$ cat src/rtl/pe_pkg.sv
// Shared constants, FSM state encoding and a default-width round/saturate
// helper for the output-stationary PE family.
package pe_pkg;
  localparam int DATA_W_DEF = 16;
  localparam int FRAC_W_DEF = 8;
  localparam int ACC_W_DEF  = 36;

  localparam int SUM_W_DEF = ACC_W_DEF + 1;
  localparam int SH_W_DEF  = SUM_W_DEF - FRAC_W_DEF;
  localparam logic [SUM_W_DEF-1:0] HALF_DEF = SUM_W_DEF'(1) << (FRAC_W_DEF - 1);

  typedef enum logic [0:0] {
    ST_IDLE = 1'b0,
    ST_ACC  = 1'b1
  } pe_state_t;

  // Returns {saturated, q}: round half up, then clamp to the DATA_W range.
  function automatic logic [DATA_W_DEF:0] sat_round(input logic [ACC_W_DEF-1:0] acc,
                                                    input logic sgn);
    logic [SUM_W_DEF-1:0]             sum;
    logic [SH_W_DEF-1:0]              sh;
    logic [SH_W_DEF-DATA_W_DEF:0]     top;
    sum = {sgn & acc[ACC_W_DEF-1], acc} + HALF_DEF;
    sh  = sum[SUM_W_DEF-1:FRAC_W_DEF];
    top = sh[SH_W_DEF-1:DATA_W_DEF-1];
    if (sgn && top != '0 && top != '1)
      return {1'b1, sh[SH_W_DEF-1], {(DATA_W_DEF-1){~sh[SH_W_DEF-1]}}};
    if (!sgn && top[SH_W_DEF-DATA_W_DEF:1] != '0)
      return {1'b1, {DATA_W_DEF{1'b1}}};
    return {1'b0, sh[DATA_W_DEF-1:0]};
  endfunction
endpackage

$ cat src/rtl/pe_os_q_if.sv
// Data/valid link between neighbouring PEs; used for the activation,
// weight and result-drain paths.
interface pe_os_q_if
  import pe_pkg::*;
#(
  parameter int DATA_W = DATA_W_DEF
);
  logic [DATA_W-1:0] data;
  logic              valid;

  modport master (output data, valid);
  modport slave  (input  data, valid);
endinterface

$ cat src/rtl/pe_os_q_requant.sv
// Combinational fixed-point requantiser: round half up by FRAC_W bits and
// saturate into DATA_W, signed or unsigned.
module pe_requant
  import pe_pkg::*;
#(
  parameter int DATA_W = DATA_W_DEF,
  parameter int FRAC_W = FRAC_W_DEF,
  parameter int ACC_W  = ACC_W_DEF,
  parameter bit SIGNED = 1'b0
) (
  input  logic [ACC_W-1:0]  acc,
  output logic [DATA_W-1:0] q,
  output logic              sat
);
  localparam int SUM_W = ACC_W + 1;
  localparam int SH_W  = SUM_W - FRAC_W;
  localparam logic [SUM_W-1:0] HALF = SUM_W'(1) << (FRAC_W - 1);

  logic [SUM_W-1:0]       sum;
  logic [SH_W-1:0]        sh;
  logic [SH_W-DATA_W:0]   top;

  // One extra bit keeps the rounding add from wrapping.
  always_comb begin
    sum = {SIGNED & acc[ACC_W-1], acc} + HALF;
    sh  = sum[SUM_W-1:FRAC_W];
    top = sh[SH_W-1:DATA_W-1];
    q   = sh[DATA_W-1:0];
    sat = 1'b0;
    if (SIGNED) begin
      if (top != '0 && top != '1) begin
        sat = 1'b1;
        q   = {sh[SH_W-1], {(DATA_W-1){~sh[SH_W-1]}}};
      end
    end else if (top[SH_W-DATA_W:1] != '0) begin
      sat = 1'b1;
      q   = '1;
    end
  end
endmodule

$ cat src/rtl/pe_os_q.sv
// Output-stationary systolic PE: MAC with first/last framing, requantised
// double-buffered result, and a one-register-per-row drain chain.
module pe_os_q
  import pe_pkg::*;
#(
  parameter int DATA_W = DATA_W_DEF,
  parameter int FRAC_W = FRAC_W_DEF,
  parameter int ACC_W  = ACC_W_DEF,
  parameter bit SIGNED = 1'b0
) (
  input  logic      clk,
  input  logic      rst_n,
  input  logic      en,
  pe_os_q_if.slave  act_in,
  input  logic      first_in,
  input  logic      last_in,
  pe_os_q_if.master act_out,
  output logic      first_out,
  output logic      last_out,
  pe_os_q_if.slave  w_in,
  pe_os_q_if.master w_out,
  input  logic      drain,
  pe_os_q_if.slave  res_in,
  pe_os_q_if.master res_out,
  output logic      done,
  output logic      ovf,
  output logic      err
);
  // state   | meaning
  // ST_IDLE | no dot product open; waiting for a first beat
  // ST_ACC  | dot product open; accumulating until the last beat

  pe_state_t           state, state_nxt;
  logic [2*DATA_W-1:0] ax, wx, prod;
  logic [ACC_W-1:0]    prod_ext, base, acc, acc_nxt;
  logic [ACC_W:0]      sum;
  logic [DATA_W-1:0]   q, held, sh;
  logic                fire, capture, acc_ovf, sat, held_v, sh_v, done_q, err_set, ovf_nxt;

  assign fire    = en & act_in.valid & w_in.valid;
  assign capture = fire & last_in;

  always_comb begin
    ax       = {{DATA_W{SIGNED & act_in.data[DATA_W-1]}}, act_in.data};
    wx       = {{DATA_W{SIGNED & w_in.data[DATA_W-1]}}, w_in.data};
    prod     = ax * wx;
    prod_ext = ACC_W'(prod) |
               ((SIGNED & prod[2*DATA_W-1]) ? ({ACC_W{1'b1}} << (2*DATA_W)) : '0);
    base     = first_in ? '0 : acc;
    sum      = {1'b0, base} + {1'b0, prod_ext};
    acc_nxt  = sum[ACC_W-1:0];
    if (SIGNED)
      acc_ovf = (base[ACC_W-1] == prod_ext[ACC_W-1]) && (acc_nxt[ACC_W-1] != base[ACC_W-1]);
    else
      acc_ovf = sum[ACC_W];
  end

  pe_requant #(
    .DATA_W(DATA_W), .FRAC_W(FRAC_W), .ACC_W(ACC_W), .SIGNED(SIGNED)
  ) u_requant (
    .acc(acc_nxt),
    .q  (q),
    .sat(sat)
  );

  always_comb begin
    state_nxt = state;
    if (fire) begin
      if (last_in)
        state_nxt = ST_IDLE;
      else if (first_in || state == ST_ACC)
        state_nxt = ST_ACC;
    end
  end

  // Overwriting an undrained result counts as an overflow.
  assign ovf_nxt = (first_in ? 1'b0 : ovf) | acc_ovf | (last_in & (sat | (held_v & ~drain)));
  assign err_set = (act_in.valid != w_in.valid) | (fire & (state == ST_IDLE) & ~first_in);
  assign sh      = drain ? held   : res_in.data;
  assign sh_v    = drain ? held_v : res_in.valid;
  assign done    = done_q & en;

  always_ff @(posedge clk or negedge rst_n) begin
    if (!rst_n) begin
      state         <= ST_IDLE;
      acc           <= '0;
      held          <= '0;
      held_v        <= 1'b0;
      done_q        <= 1'b0;
      ovf           <= 1'b0;
      err           <= 1'b0;
      act_out.data  <= '0;
      act_out.valid <= 1'b0;
      first_out     <= 1'b0;
      last_out      <= 1'b0;
      w_out.data    <= '0;
      w_out.valid   <= 1'b0;
      res_out.data  <= '0;
      res_out.valid <= 1'b0;
    end else begin
      done_q <= capture;
      if (en) begin
        state         <= state_nxt;
        act_out.data  <= act_in.data;
        act_out.valid <= act_in.valid;
        first_out     <= first_in;
        last_out      <= last_in;
        w_out.data    <= w_in.data;
        w_out.valid   <= w_in.valid;
        res_out.data  <= sh;
        res_out.valid <= sh_v;
        err           <= err | err_set;
        if (fire) begin
          acc <= acc_nxt;
          ovf <= ovf_nxt;
        end
        if (drain)
          held_v <= 1'b0;
        // A capture on the drain edge lands after the old value was taken.
        if (capture) begin
          held   <= q;
          held_v <= 1'b1;
        end
      end
    end
  end
endmodule

$ cat src/flat_wrapper.sv
// flat-port wrapper written by rule: the top's interface ports become plain ports
module pe_os_q_flat import pe_pkg::*;
#(
  parameter int DATA_W = DATA_W_DEF,
  parameter int FRAC_W = FRAC_W_DEF,
  parameter int ACC_W  = ACC_W_DEF,
  parameter bit SIGNED = 1'b0
)
  (clk, rst_n, en, first_in, last_in, first_out, last_out, drain, done, ovf, err, act_in_data, act_in_valid, act_out_data, act_out_valid, w_in_data, w_in_valid, w_out_data, w_out_valid, res_in_data, res_in_valid, res_out_data, res_out_valid);
  pe_os_q_if #(.DATA_W(DATA_W)) act_in_i ();
  pe_os_q_if #(.DATA_W(DATA_W)) act_out_i ();
  pe_os_q_if #(.DATA_W(DATA_W)) w_in_i ();
  pe_os_q_if #(.DATA_W(DATA_W)) w_out_i ();
  pe_os_q_if #(.DATA_W(DATA_W)) res_in_i ();
  pe_os_q_if #(.DATA_W(DATA_W)) res_out_i ();
  input  logic clk;
  input  logic rst_n;
  input  logic en;
  input  logic first_in;
  input  logic last_in;
  output logic first_out;
  output logic last_out;
  input  logic drain;
  output logic done;
  output logic ovf;
  output logic err;
  input wire logic [$bits(act_in_i.data)-1:0] act_in_data;
  input wire logic [$bits(act_in_i.valid)-1:0] act_in_valid;
  output wire logic [$bits(act_out_i.data)-1:0] act_out_data;
  output wire logic [$bits(act_out_i.valid)-1:0] act_out_valid;
  input wire logic [$bits(w_in_i.data)-1:0] w_in_data;
  input wire logic [$bits(w_in_i.valid)-1:0] w_in_valid;
  output wire logic [$bits(w_out_i.data)-1:0] w_out_data;
  output wire logic [$bits(w_out_i.valid)-1:0] w_out_valid;
  input wire logic [$bits(res_in_i.data)-1:0] res_in_data;
  input wire logic [$bits(res_in_i.valid)-1:0] res_in_valid;
  output wire logic [$bits(res_out_i.data)-1:0] res_out_data;
  output wire logic [$bits(res_out_i.valid)-1:0] res_out_valid;
  assign act_in_i.data = act_in_data;
  assign act_in_i.valid = act_in_valid;
  assign act_out_data = act_out_i.data;
  assign act_out_valid = act_out_i.valid;
  assign w_in_i.data = w_in_data;
  assign w_in_i.valid = w_in_valid;
  assign w_out_data = w_out_i.data;
  assign w_out_valid = w_out_i.valid;
  assign res_in_i.data = res_in_data;
  assign res_in_i.valid = res_in_valid;
  assign res_out_data = res_out_i.data;
  assign res_out_valid = res_out_i.valid;
  pe_os_q #(.DATA_W(DATA_W), .FRAC_W(FRAC_W), .ACC_W(ACC_W), .SIGNED(SIGNED)) u_core (.clk(clk), .rst_n(rst_n), .en(en), .act_in(act_in_i), .first_in(first_in), .last_in(last_in), .act_out(act_out_i), .first_out(first_out), .last_out(last_out), .w_in(w_in_i), .w_out(w_out_i), .drain(drain), .res_in(res_in_i), .res_out(res_out_i), .done(done), .ovf(ovf), .err(err));
endmodule
$ cat config.mk
export PLATFORM = sky130hd
export DESIGN_NAME = pe_os_q_flat
export DESIGN_NICKNAME = d
export VERILOG_FILES = /design/src/rtl/pe_pkg.sv /design/src/rtl/pe_os_q_if.sv /design/src/rtl/pe_os_q_requant.sv /design/src/rtl/pe_os_q.sv /design/src/flat_wrapper.sv
export SDC_FILE = /design/constraint.sdc
export NUM_CORES = 1
export LEC_CHECK = 0
export BUFFER_PORTS_ARGS = -buffer_cell sky130_fd_sc_hd__buf_2
export CAP_MARGIN = 5
export CORE_AREA = 5 5 171 173
export DETAILED_ROUTE_END_ITERATION = 8
export DIE_AREA = 0 0 176 178
export PLACE_DENSITY = 0.78
export RECOVER_POWER = 50
export SKIP_LAST_GASP = 1
export SLEW_MARGIN = 20
export SYNTH_ARGS = -nofsm -noshare
export SYNTH_HDL_FRONTEND = slang
export SYNTH_SLANG_ARGS = --single-unit
$ cat constraint.sdc
create_clock -name clk -period 6 [get_ports clk]
set_input_delay 0.3 -clock clk [delete_from_list [all_inputs] [get_ports clk]]
set_output_delay 0.3 -clock clk [all_outputs]
set_load 0.01 [all_outputs]
==> impl_metrics.env <==
export IMPL_drtPass1Iterations=7
export IMPL_syn_num_nets=2114
export IMPL_final_hold_violation_count=0
export IMPL_cts_tree="built"
export IMPL_reg2reg_from="u_core.acc[12]"
export IMPL_yosysUniqueCellTypes=78
export IMPL_fin_skew_ps=29.41
export IMPL_grt_pass1_vias=13990
export IMPL_yosysTopAreaCell="fa_1"
export IMPL_syn_inst=1721
export IMPL_cp_max_fo=13
export IMPL_die_area_um2=31330
export IMPL_dp_hpwl_mm=34.30
export IMPL_max_clock_freq_mhz=141.7
export IMPL_placedCellCount=2368
export IMPL_finalWirelength_mm=42.90
export IMPL_fin_nets=2461
export IMPL_yosysWarnings=0
export IMPL_clock_sinks=110
export IMPL_cts_buffer_depth=2
export IMPL_grt_total_usage=0.2797
export IMPL_grt_max_degree=76
export IMPL_antenna_found_initial=1
export IMPL_grt_busiest_layer="met2"
export IMPL_violations="max-capacitance violations, max-slew violations, negative setup slack"
export IMPL_numCtsBuffers=9
export IMPL_drtAntennaViolNets=0
export IMPL_clkSlewWorstSetupHoldPaths_ps=110
export IMPL_post_route_util=0.7115
export IMPL_arrival_ps=7300
export IMPL_tightestPinTransition_ps=3581
export IMPL_design_core_area_um2=27480
export IMPL_syn_area_per_cell_um2=8.944
export IMPL_synth_seq_area_share=0.1788
export IMPL_gr_usage_met1=0.3643
export IMPL_vias=13170
export IMPL_slew_headroom=-1.387
export IMPL_instances_no_fill=2420
export IMPL_cts_max_level=3
export IMPL_period_share=1.176
export IMPL_place_congestion=0.9194
export IMPL_drv_slew=124
export IMPL_drv_cap=2
export IMPL_netlist_area_um2=15390
export IMPL_die_h_um=178
export IMPL_critPathKind="in2reg"
export IMPL_grt_pass1_wl_mm=70.27
export IMPL_io_pins=113
export IMPL_worstSetupStartpointType="input port"
export IMPL_fin_ws_ps=-1058
export IMPL_grt_ovfl_total=0
export IMPL_holdCritPathClass="in2reg"
export IMPL_period_needed_ps=7058
export IMPL_synthFlopType="dfrtp_1"
export IMPL_startpoint="act_in_data[12]"
export IMPL_portBuffers=112
export IMPL_vias_per_cell=5.443
export IMPL_setup_viol=17
export IMPL_synth_top_area_frac=0.2939
export IMPL_clkLatencyLatePin_ps=380
export IMPL_critPathRequiredTime_ps=6240
export IMPL_route_detailed_wl_per_inst_um=17.73
export IMPL_async_flop_share=1.000
export IMPL_nFillCells=1992
export IMPL_ys_ff_latch=110
export IMPL_ys_top_cells_by_area="fa_1 (29%), dfrtp_1 (18%), ha_1 (8.9%)"
export IMPL_status="finished with violations"
export IMPL_rsz0062_at_grt="yes"
export IMPL_rows=61
export IMPL_first_iter_violations=861
export IMPL_start_util=0.5602
export IMPL_worstHoldStart="last_in"
export IMPL_dp_worst_setup_slack_ps=-1585
export IMPL_die_w_um=176
export IMPL_use_met2=0.4938
export IMPL_cts_root_buf="clkbuf_16"
export IMPL_cp_end_kind="register"
export IMPL_post_route_drc_count=0
export IMPL_layout_drive_gt1_share=0.2687
export IMPL_area_growth_pct=27.00
export IMPL_synth_edf_count=0
export IMPL_use_met3=0.03752
[cells by family (layout without fill, tap and decap cells)]
family	after synthesis	count (layout)	share of synthesized area
AO/OA/AOI/OAI	211	211	0.09259
XOR/XNOR	45	45	0.02609
adder cells (fa/ha/maj)	336	336	0.3834
buffers and inverters	397	749	0.09836
flip-flops	110	110	0.1788
multiplexers	53	53	0.03739
other	0	1	0
AND/OR/NAND/NOR	569	569	0.1834
[registers in the layout (all words and copies together) (netlist names)]
register	cells
u_core.acc	36
u_core.act_out.data	16
u_core.held	16
u_core.res_out.data	16
u_core.w_out.data	16
u_core.act_out.valid	1
u_core.done_q	1
u_core.err	1
u_core.first_out	1
u_core.held_v	1
u_core.last_out	1
u_core.ovf	1
u_core.res_out.valid	1
u_core.state	1
u_core.w_out.valid	1
[worst paths after layout]
path / slack, ps / depth (start not counted) / endpoint
min in group asynchronous: 1300 / 2 / u_core.res_out.data[4]
min reg2reg: 480 / 2 / u_core.acc[23]
min: 160 / 2 / u_core.last_out
max: -1060 / 26 / u_core.held[7]
max reg2reg: -430 / 22 / u_core.held[7]
max in group asynchronous: 2650 / 3 / u_core.act_out.data[5]
[per-layer routing]
| layer | vias to the layer above | part of all wire | routed length [µm] |
|---|---|---|---|
| met1 | 6565 | 0.41 | 17640 |
| met3 | 80 | 0.053 | 2262 |
| met4 | 0 | 0.023 | 1007 |
| met2 | 446 | 0.51 | 21990 |
| met5 | - | 0 | 0 |
| li1 | 6080 | - | - |
[cells in the mapped netlist, types with 8 or more instances]
cell        n
dfrtp_1   110
mux2_2     36
fa_1      226
nor2_1     73
and2_1    130
nor3_1     10
nand3_1     8
ha_1      110
a21oi_1    56
clkbuf_1   66
xnor2_1    26
nand2b_1   26
nand4_1    17
nor2b_1    20
o211ai_1   10
mux2i_1    17
xor2_1     18
a21o_1      9
o21ai_0    54
inv_1     319
a31oi_1    10
nand2_1   245
a31oi_2    10
[placed cells by master, fill, tap and decap left out, drive strengths merged, types with 4 or more instances in the layout]
| cell type | n |
|---|---|
| o41ai | 4 |
| buf | 348 |
| nor3 | 10 |
| clkbuf | 73 |
| nand2b | 26 |
| inv | 323 |
| or3 | 7 |
| nand2 | 246 |
| a211oi | 4 |
| ha | 110 |
| nand3 | 8 |
| nor2 | 73 |
| o21a | 5 |
| o2111ai | 4 |
| a21oi | 60 |
| xor2 | 19 |
| or2 | 5 |
| o21ai | 63 |
| fa | 226 |
| and3 | 4 |
| nor4 | 6 |
| nor2b | 20 |
| a21o | 9 |
| xnor2 | 26 |
| clkinv | 4 |
| mux2i | 17 |
| and2 | 131 |
| a31oi | 20 |
| nand4 | 17 |
| dfrtp | 110 |
| mux2 | 36 |
| o211ai | 12 |
[critical path: stages]
cell and delay, ps:
buf_4 170, and2_4 150, fa_1 530, inv_1 60, fa_1 470, fa_1 490
inv_1 50, fa_1 510, fa_1 510, inv_1 50, fa_1 480, inv_1 50
ha_2 390, and4_4 260, nor3b_2 200, o21ai_2 100, nand2_1 140, xnor2_2 100
or4b_4 530, or2_4 290, or4_4 440, a21oi_4 180, o211ai_2 110, nor4b_4 400
clkbuf_16 240, a31oi_2 80
[layout make-up]
cell class	count	area (µm²)	share of cell area
timing repair buffer	413	3007	0.1538
tap	346	432.9	0.02215
multi-input combinational	1214	11840	0.6055
clock buffer	9	225.2	0.01152
inverter	320	1201	0.06144
antenna	1	2.502	0.0001280
clock inverter	7	91.34	0.004672
sequential	110	2753	0.1408
[per-stage QoR]
stage | area [µm²] | hold WS [ps] | TNS (ps)
after detailed placement | 18260 | 363.6 | -28870
after global placement | 18260 | 350.5 | -27020
after CTS | 19060 | 160.0 | -15290
after global routing | 19550 | 173.2 | -20640
final | 19550 | 161.6 | -17280
after floorplan | 15580 | 4.409 | -20060
[timing repair]
item,4_1_cts,5_1_grt
gates resized for setup,69,107
hold buffers,1,0
endpoints found under the setup margin,19,20
endpoints found under the hold margin,46,0
pin swaps,18,50
gates cloned,0,1
setup buffers,14,19
Power is not shown: default switching activity piles up to over one toggle a cycle in this logic, so the estimate is an artifact.
